`config.mk`:
```
export PLATFORM = sky130hd
export DESIGN_NAME = clmul16_karatsuba_seq
export DESIGN_NICKNAME = d
export VERILOG_FILES = /design/src/rtl/clmul_pkg.sv /design/src/rtl/clmul8_core.sv /design/src/rtl/clmul16_karatsuba_seq.sv
export SDC_FILE = /design/constraint.sdc
export NUM_CORES = 1
export LEC_CHECK = 0
export ABC_AREA = 1
export BUFFER_PORTS_ARGS = -buffer_cell sky130_fd_sc_hd__buf_2
export CAP_MARGIN = 20
export CORE_MARGIN = 2
export CORE_UTILIZATION = 45
export CTS_CLUSTER_DIAMETER = 200
export DETAILED_ROUTE_END_ITERATION = 10
export HOLD_SLACK_MARGIN = 0.1
export PLACE_DENSITY = 0.65
export SYNTH_ARGS = -nofsm -noshare
export SYNTH_HDL_FRONTEND = slang
export SYNTH_SLANG_ARGS = --single-unit
```
`constraint.sdc`:
```
create_clock -name clk -period 2.4 [get_ports clk]
set_input_delay 0.12 -clock clk [delete_from_list [all_inputs] [get_ports clk]]
set_output_delay 0.12 -clock clk [all_outputs]
set_load 0.03 [all_outputs]
```
`src/rtl/clmul_pkg.sv`:
```
// Shared widths and FSM state type for the Karatsuba carry-less multiplier.
package clmul_pkg;

  localparam int unsigned W    = 16;
  localparam int unsigned HALF = W / 2;
  localparam int unsigned PW   = 2 * W - 1;
  localparam int unsigned PHW  = 2 * HALF - 1;

  typedef enum logic [2:0] {
    IDLE,
    MUL_LO,
    MUL_HI,
    MUL_MID,
    DONE
  } clmul_state_t;

endpackage

```
`src/rtl/clmul8_core.sv`:
```
// Combinational HALFxHALF carry-less multiplier: AND array feeding XOR trees.
module clmul8_core
  import clmul_pkg::*;
(
  input  logic [HALF-1:0] x,
  input  logic [HALF-1:0] y,
  output logic [PHW-1:0]  z
);

  always_comb begin
    z = '0;
    for (int i = 0; i < int'(HALF); i++) begin
      z = z ^ (PHW'(x & {HALF{y[i]}}) << i);
    end
  end

endmodule

```
`src/rtl/clmul16_karatsuba_seq.sv`:
```
// Sequential 16x16 carry-less multiplier: three Karatsuba partial products on one shared core.
// Optional build macro CLMUL_MID_SKIP_EN skips the middle product when either half-sum is zero.
module clmul16_karatsuba_seq
  import clmul_pkg::*;
(
  input  logic          clk,
  input  logic          rst,
  input  logic          in_valid,
  output logic          in_ready,
  input  logic [W-1:0]  a,
  input  logic [W-1:0]  b,
  output logic          out_valid,
  input  logic          out_ready,
  output logic [PW-1:0] p,
  output logic          busy
);

  clmul_state_t    state, state_n;
  logic [HALF-1:0] a_lo, a_hi, b_lo, b_hi;
  logic [HALF-1:0] core_x, core_y;
  logic [PHW-1:0]  core_p;
  logic [PW-1:0]   acc, acc_n;
  logic            in_ready_q;
  logic            mid_skip;

`ifdef CLMUL_MID_SKIP_EN
  // A zero half-sum forces P1 to zero, so the middle cycle can be dropped.
  assign mid_skip = ~|(a_lo ^ a_hi) | ~|(b_lo ^ b_hi);
`else
  assign mid_skip = 1'b0;
`endif

  // Operand mux in front of the shared core, steered by the schedule.
  always_comb begin
    core_x = a_lo ^ a_hi;
    core_y = b_lo ^ b_hi;
    case (state)
      MUL_LO: begin
        core_x = a_lo;
        core_y = b_lo;
      end
      MUL_HI: begin
        core_x = a_hi;
        core_y = b_hi;
      end
      default: ;
    endcase
  end

  clmul8_core u_core (
    .x (core_x),
    .y (core_y),
    .z (core_p)
  );

  always_ff @(posedge clk) begin
    if (rst) begin
      state <= IDLE;
    end else begin
      state <= state_n;
    end
  end

  // Next state and overlap-sum recombination into the accumulator.
  always_comb begin
    state_n = state;
    acc_n   = acc;
    case (state)
      IDLE: begin
        if (in_valid) state_n = MUL_LO;
      end
      MUL_LO: begin
        acc_n   = PW'(core_p) ^ (PW'(core_p) << HALF);
        state_n = MUL_HI;
      end
      MUL_HI: begin
        acc_n   = acc ^ (PW'(core_p) << HALF) ^ (PW'(core_p) << W);
        state_n = mid_skip ? DONE : MUL_MID;
      end
      MUL_MID: begin
        acc_n   = acc ^ (PW'(core_p) << HALF);
        state_n = DONE;
      end
      DONE: begin
        if (out_ready) state_n = IDLE;
      end
      default: state_n = IDLE;
    endcase
  end

  always_ff @(posedge clk) begin
    if (rst) begin
      acc        <= '0;
      a_lo       <= '0;
      a_hi       <= '0;
      b_lo       <= '0;
      b_hi       <= '0;
      out_valid  <= 1'b0;
      busy       <= 1'b0;
      in_ready_q <= 1'b1;
    end else begin
      acc        <= acc_n;
      out_valid  <= (state_n == DONE);
      busy       <= (state_n != IDLE);
      in_ready_q <= (state_n == IDLE);
      if (state == IDLE && in_valid) begin
        a_lo <= a[HALF-1:0];
        a_hi <= a[W-1:HALF];
        b_lo <= b[HALF-1:0];
        b_hi <= b[W-1:HALF];
      end
    end
  end

  assign in_ready = in_ready_q & ~rst;
  assign p        = acc;

endmodule

```
== Yosys cells after proc, flatten, opt, wreduce, memory -nomap -nowiden ==
Cells that the tools add are included.

* Bits in registers: 69
* Bits of input ports: 36
* Output and inout port bits: 34

* Equal/unequal tests: 5
* Multiplexer cells: 6
* Bitwise logic cells: 22
* Reduce and logical (&&, ||, !) cells: 5

{| class="wikitable"
|+ Operator list
! operator !! count
|-
| 31-bit case mux with 3 select lines || 1
|-
| 15-bit XOR || 6
|-
| 8-bit AND || 8
|-
| 8-bit case mux with 2 select lines || 2
|-
| 31-bit by 23-bit XOR with 31-bit output || 1
|-
| 31-bit XOR || 1
|-
| 15-bit by 23-bit XOR with 23-bit output || 1
|-
| 8-bit XOR || 2
|-
| 3-bit case mux with 5 select lines || 1
|-
| 15-bit by 14-bit XOR with 15-bit output || 1
|-
| 3-bit by 2-bit == test with 1-bit output (second input constant) || 2
|-
| 3-bit == test (second input constant) || 2
|-
| 3-bit logical NOT || 2
|-
| 3-bit 2-to-1 mux || 2
|-
| 3-bit nonzero test || 2
|-
| 3-bit by 1-bit == test with 1-bit output (second input constant) || 1
|-
| 1-bit AND || 1
|-
| 1-bit logical AND || 1
|-
| 1-bit inverter || 1
|}

== Longest topological paths before layout ==
* Word-level depth: 13
* Depth in mapped cells: 22
* Gate-level depth less buffers: 20

== By module ==
From an unflattened synthesis, not the netlist that was laid out.

* Cell total of the unflattened synthesis: 715
* Area, all modules: 4598.2 µm²

{| class="wikitable"
|+ By module, submodules not included
! module !! times used !! cells an instance !! area an instance (µm²) !! sequential area each (µm²)
|-
| clmul16_karatsuba_seq || 1 || 509 || 3438.3 || 1381.3
|-
| clmul8_core || 1 || 206 || 1159.9 || 0.0
|}

== Least setup slack after synthesis ==
OpenSTA, ideal clock, no wires.

* Kind: register to register
* Start point: register state[0]
* End point: register acc[13] (netlist: p[13])
* Library setup time: 0.109 ns
* Data arrival time: 1.888 ns
* Required time: 2.291 ns
* Setup slack: 0.403 ns
* Cell stages (with the launch flop): 18
* Path buffers: 2
* Period minus slack after synthesis: 1.997 ns
* Path through: dfxtp_1 -> buf_6 -> inv_2 -> nand3_4 -> nand2_4 -> buf_6 -> nand3_1 -> nand2_1 -> nor2_1 -> or2_1 -> nand2_2 -> inv_2 -> nand2_1 -> o21ai_1 -> xor2_1 -> nand2_1 -> nand2_1 -> inv_1

* Word-level cells in the longest chain between the ends: 13

{| class="wikitable"
|+ RTL lines
! what !! RTL line !! source
|-
| start: declaration || clmul16_karatsuba_seq.sv:18 || <nowiki>clmul_state_t state, state_n;</nowiki>
|-
| start signal: assignment || clmul16_karatsuba_seq.sv:60 || <nowiki>state <= state_n;</nowiki>
|-
| 3-bit by 2-bit == test with 1-bit output or 3-bit by 1-bit == test with 1-bit output (tied branches) || clmul16_karatsuba_seq.sv:37, clmul16_karatsuba_seq.sv:68 ||
|-
| 8-bit case mux with 2 select lines || clmul16_karatsuba_seq.sv:37 || <nowiki>case (state)</nowiki>
|-
| 8-bit AND || clmul8_core.sv:13 || <nowiki>z = z ^ (PHW'(x & {HALF{y[i]}}) << i);</nowiki>
|-
| 15-bit XOR (5 in a row) || clmul8_core.sv:13 ||
|-
| 15-bit by 14-bit XOR with 15-bit output || clmul8_core.sv:13 ||
|-
| 15-bit XOR || clmul8_core.sv:13 ||
|-
| 31-bit by 23-bit XOR with 31-bit output || clmul16_karatsuba_seq.sv:77, clmul16_karatsuba_seq.sv:81 ||
|-
| 31-bit XOR || clmul16_karatsuba_seq.sv:77 || <nowiki>acc_n = acc ^ (PW'(core_p) << HALF) ^ (PW'(core_p) << W);</nowiki>
|-
| 31-bit case mux with 3 select lines || clmul16_karatsuba_seq.sv:68 || <nowiki>case (state)</nowiki>
|-
| end signal: assignment || clmul16_karatsuba_seq.sv:102 || <nowiki>acc <= acc_n;</nowiki>
|-
| end: declaration || clmul16_karatsuba_seq.sv:22 || <nowiki>logic [PW-1:0] acc, acc_n;</nowiki>
|}

Several ways; a longest one is shown, not always the timed one.
A chain may end at the register's enable or synchronous reset.

== Worst setup path in the final report ==
* Start point: register state[2]
* End point: register acc[20] (netlist: p[20])

* Word-level cells in the longest chain between the ends: 12

{| class="wikitable"
|+ RTL lines
! what !! RTL line
|-
| 3-bit by 2-bit == test with 1-bit output or 3-bit by 1-bit == test with 1-bit output (tied branches) || clmul16_karatsuba_seq.sv:37, clmul16_karatsuba_seq.sv:68
|-
| 8-bit case mux with 2 select lines || clmul16_karatsuba_seq.sv:37
|-
| 8-bit AND || clmul8_core.sv:13
|-
| 15-bit XOR (5 in a row) || clmul8_core.sv:13
|-
| 15-bit by 14-bit XOR with 15-bit output || clmul8_core.sv:13
|-
| 15-bit XOR || clmul8_core.sv:13
|-
| 31-bit XOR || clmul16_karatsuba_seq.sv:77
|-
| 31-bit case mux with 3 select lines || clmul16_karatsuba_seq.sv:68
|}

Several ways; a longest one is shown, not always the timed one.

==> impl_metrics.xml <==
<?xml version="1.0" encoding="UTF-8"?>
<metrics>
  <group name="cells_and_area">
    <metric name="instances_no_fill" unit="">1102</metric>
    <metric name="final_layout_size_suffix_gt1_frac" unit="">0.2173</metric>
    <metric name="finalCoreUtilization" unit="">0.5941</metric>
    <metric name="design.final.nets" unit="">993</metric>
    <metric name="antenna-diode-count" unit="">0</metric>
    <metric name="syn2layout_area_growth" unit="%">28.87</metric>
  </group>
  <group name="worst_setup_path">
    <metric name="critical_path.slowest_cell" unit="">sky130_fd_sc_hd__dfxtp_4</metric>
    <metric name="cp.required" unit="ns">2.65</metric>
    <metric name="worstPathArrival" unit="ns">2.48</metric>
    <metric name="startpoint_type_of_the_worst_setup_path" unit="">register</metric>
    <metric name="timing.critical_path.to_type" unit="">register</metric>
    <metric name="largest_fanout_on_the_critical_path" unit="">4</metric>
    <metric name="timing_worst_setup_path_type" unit="">register to register</metric>
    <metric name="worstPathCellList" unit="">inv_6 -&gt; nand2_2 -&gt; nor2_4 -&gt; buf_6 -&gt; nand2_1 -&gt; nand2_2 -&gt; nor2_4 -&gt; buf_4 -&gt; nor2_1 -&gt; xnor2_2 -&gt; inv_1 -&gt; nand2_1 -&gt; nand3_1 -&gt; nand2_2 -&gt; nand2_1 -&gt; nand3_1 -&gt; a21oi_1</metric>
    <metric name="worst_r2r_setup_slack" unit="ns">0.17</metric>
    <metric name="worst_path_largest_cell_delay" unit="ns">0.38</metric>
    <metric name="worst_r2r_path_depth" unit="">17</metric>
  </group>
  <group name="outcome">
    <metric name="outcome" unit="">finished, final reports clean</metric>
  </group>
  <group name="synthesis">
    <metric name="synthMostInstantiatedCell" unit="">sky130_fd_sc_hd__nand2_1</metric>
    <metric name="synth_cell_types" unit="">32</metric>
    <metric name="synth.yosys.warnings" unit="">0</metric>
    <metric name="syn-instance-count" unit="">837</metric>
    <metric name="syn_nets" unit="">873</metric>
    <metric name="yosysTopAreaCellShare" unit="">0.2764</metric>
    <metric name="netlist_area" unit="µm²">4997</metric>
    <metric name="ys_top_cells_by_count" unit="">sky130_fd_sc_hd__nand2_1, sky130_fd_sc_hd__inv_1, sky130_fd_sc_hd__nor2_1</metric>
    <metric name="synth-async-reset-ratio" unit="">0</metric>
    <metric name="synth_sequential_area_ratio" unit="">0.2764</metric>
    <metric name="synth_seq_cells" unit="">69</metric>
    <metric name="synth_area_leaders" unit="">sky130_fd_sc_hd__dfxtp_1, sky130_fd_sc_hd__nand2_1, sky130_fd_sc_hd__nand3_1</metric>
    <metric name="synth_top_area_cell" unit="">sky130_fd_sc_hd__dfxtp_1</metric>
    <metric name="synth-edff-count" unit="">0</metric>
    <metric name="synthesis.area_per_instance" unit="µm²">5.970</metric>
    <metric name="synth_ff_type" unit="">sky130_fd_sc_hd__dfxtp_1</metric>
  </group>
  <group name="min_path">
    <metric name="hold_path_class" unit="">input pin to register</metric>
    <metric name="hold_path_depth" unit="">3</metric>
  </group>
  <group name="floorplan">
    <metric name="die_height" unit="µm">109.4</metric>
    <metric name="die_width" unit="µm">109.4</metric>
    <metric name="ios" unit="">70</metric>
    <metric name="die-area" unit="µm²">11960</metric>
    <metric name="std_cell_rows" unit="">38</metric>
    <metric name="design.core.area" unit="µm²">10840</metric>
    <metric name="initial_utilization" unit="">0.4610</metric>
  </group>
  <group name="clock_tree">
    <metric name="clock_tree.htree_level_count" unit="">3</metric>
    <metric name="cts_sinks" unit="">69</metric>
    <metric name="clkLatencyLatePin" unit="ns">0.36</metric>
    <metric name="clockBufferDepth" unit="">2</metric>
    <metric name="cts_inserted_buffers" unit="">9</metric>
    <metric name="tritoncts" unit="">built</metric>
    <metric name="clk_transition_reported_paths" unit="ns">0.08</metric>
    <metric name="cts.root.buffer_cell" unit="">sky130_fd_sc_hd__clkbuf_8</metric>
  </group>
  <group name="pwr">
    <metric name="vdd.ir_drop.worst" unit="mV">0.3539</metric>
    <metric name="power_per_cell_area" unit="nW/µm²">844.6</metric>
    <metric name="cellLeakagePower" unit="nW">3.110</metric>
  </group>
  <group name="drt">
    <metric name="total_length_of_routed_wires" unit="µm">15030</metric>
    <metric name="final_antenna_net_count" unit="">0</metric>
    <metric name="detail_route.vias_per_cell" unit="">4.996</metric>
    <metric name="drt_iter0_drc" unit="">311</metric>
    <metric name="vias" unit="">5506</metric>
    <metric name="wl_per_cell" unit="µm">13.63</metric>
    <metric name="drc" unit="">0</metric>
    <metric name="drt-pass1-iter-count" unit="">6</metric>
  </group>
  <group name="global_routing">
    <metric name="antenna_found_initial" unit="">0</metric>
    <metric name="grt.total_usage" unit="">0.2636</metric>
    <metric name="grt_start_max_net_pins" unit="">43</metric>
    <metric name="total_global_routing_overflow" unit="">0</metric>
    <metric name="first_global_vias" unit="">4946</metric>
    <metric name="grt_first_pass_wirelength" unit="µm">24470</metric>
  </group>
  <group name="timing">
    <metric name="timing_worst_slew_pin_value" unit="ns">0.6315</metric>
    <metric name="part_of_the_cycle_the_worst_path_needs" unit="">0.9282</metric>
    <metric name="timing.final.max_slew_violations" unit="">0</metric>
    <metric name="setup-violations-final" unit="">0</metric>
    <metric name="finalWorstPathRequiredPeriod" unit="ns">2.228</metric>
    <metric name="unrepaired_setup_endpoints_after_global_routing" unit="">yes</metric>
    <metric name="clock.fmax" unit="GHz">0.4489</metric>
    <metric name="final-hold-violation-count" unit="">0</metric>
    <metric name="timing.clock.skew" unit="ns">0.008708</metric>
    <metric name="worst_slew_margin_rel" unit="">0.5786</metric>
  </group>
  <group name="placement">
    <metric name="gpl.final_weighted_congestion" unit="">1.011</metric>
    <metric name="io_buffers" unit="">69</metric>
    <metric name="dp.final_hpwl" unit="µm">11010</metric>
    <metric name="place.detailed.instances" unit="">1051</metric>
  </group>
  <group name="run">
    <metric name="max_capacitance_violation_count" unit="">0</metric>
  </group>
</metrics>
-- per-stage QoR --
step	total power, mW	setup slack, ns	setup TNS (ns)	hold WS (ns)	cell area, µm²
after floorplan	3.476	0.4025	0	0.2010	4997
after global routing	5.891	-0.07888	-0.2734	0.1526	6440
final	5.439	0.1722	0	0.1294	6440
after CTS	5.231	0.01430	0	0.1270	6157
after detailed placement	4.230	0.03552	0	0.3776	5644
after global placement	4.212	0.05769	0	0.3714	5644
-- final timing paths --
path                            startpoint    end
worst max register to register    state[2]  p[20]
worst min-delay path              in_valid   busy
worst min register to register       p[27]  p[27]
worst max-delay path              state[2]  p[20]
-- layout by cell type (no fill, tap or decap), drive strengths merged --
cell	n
clkbuf	13
o21bai	1
a21oi	46
inv	94
nand2	304
xor2	11
or2	1
clkinv	2
xnor2	33
dfxtp	69
nand3	68
nor2	92
o21ai	63
clkinvlp	1
a31oi	4
nor3	1
bufinv	1
dlygate4sd3	32
nand3b	5
buf	106
o221ai	1
nand4	14
-- area by class of cell --
type / count / area, µm²
Clock buffer: 12 / 145.1
Multi-Input combinational cell: 644 / 3286
Tap cell: 140 / 175.2
Inverter: 94 / 360.3
Clock inverter: 4 / 47.55
Timing Repair Buffer: 139 / 1033
Fill cell: 1128 / 4400
Sequential cell: 69 / 1393
-- state kept, by name, indices dropped and copies added (netlist names) --
register	flops
a_lo	8
a_hi	8
b_hi	8
state	3
in_ready_q	1
busy	1
b_lo	8
out_valid	1
p	31
-- critical path: cells and delay by family, from the launching register on --
kind                   cells  cell delay [ns]
flip-flops                 1             0.38
buffers and inverters      4             0.44
AO/OA/AOI/OAI              1             0.07
XOR/XNOR                   1             0.16
AND/OR/NAND/NOR           11             1.05
-- routing by layer --
metal  vias to the layer above  global-route usage  wire length (µm)
li1                       2874                   -                 -
met1                      2448              0.3374              6861
met2                       149              0.4431              7069
met3                        35             0.04149               644
met4                         0              0.1031               450
met5                         -                   0                 0
-- where the power goes --
group	internal (mW)	switching, mW	leakage, nW
logic	1.09	1.93	2.44
registers	1.31	0.152	0.570
clock network	0.505	0.449	0.0964
-- kinds of logic after synthesis --
group | after synthesis | synth area share
AOI/OAI and AO/OA | 115 | 0.1182
and+or+nand+nor | 485 | 0.4179
DFF | 69 | 0.2764
buffers and inverters | 124 | 0.1074
xor gates and xnor gates | 44 | 0.08012
-- repair_timing --
action                     CTS  global route
setup endpoints to repair    0            25
hold buffers                32             0
hold endpoints to repair    32             0
setup buffers                0             3
resized for setup            0            64
No activity file was read; power rests on OpenSTA's default activity.
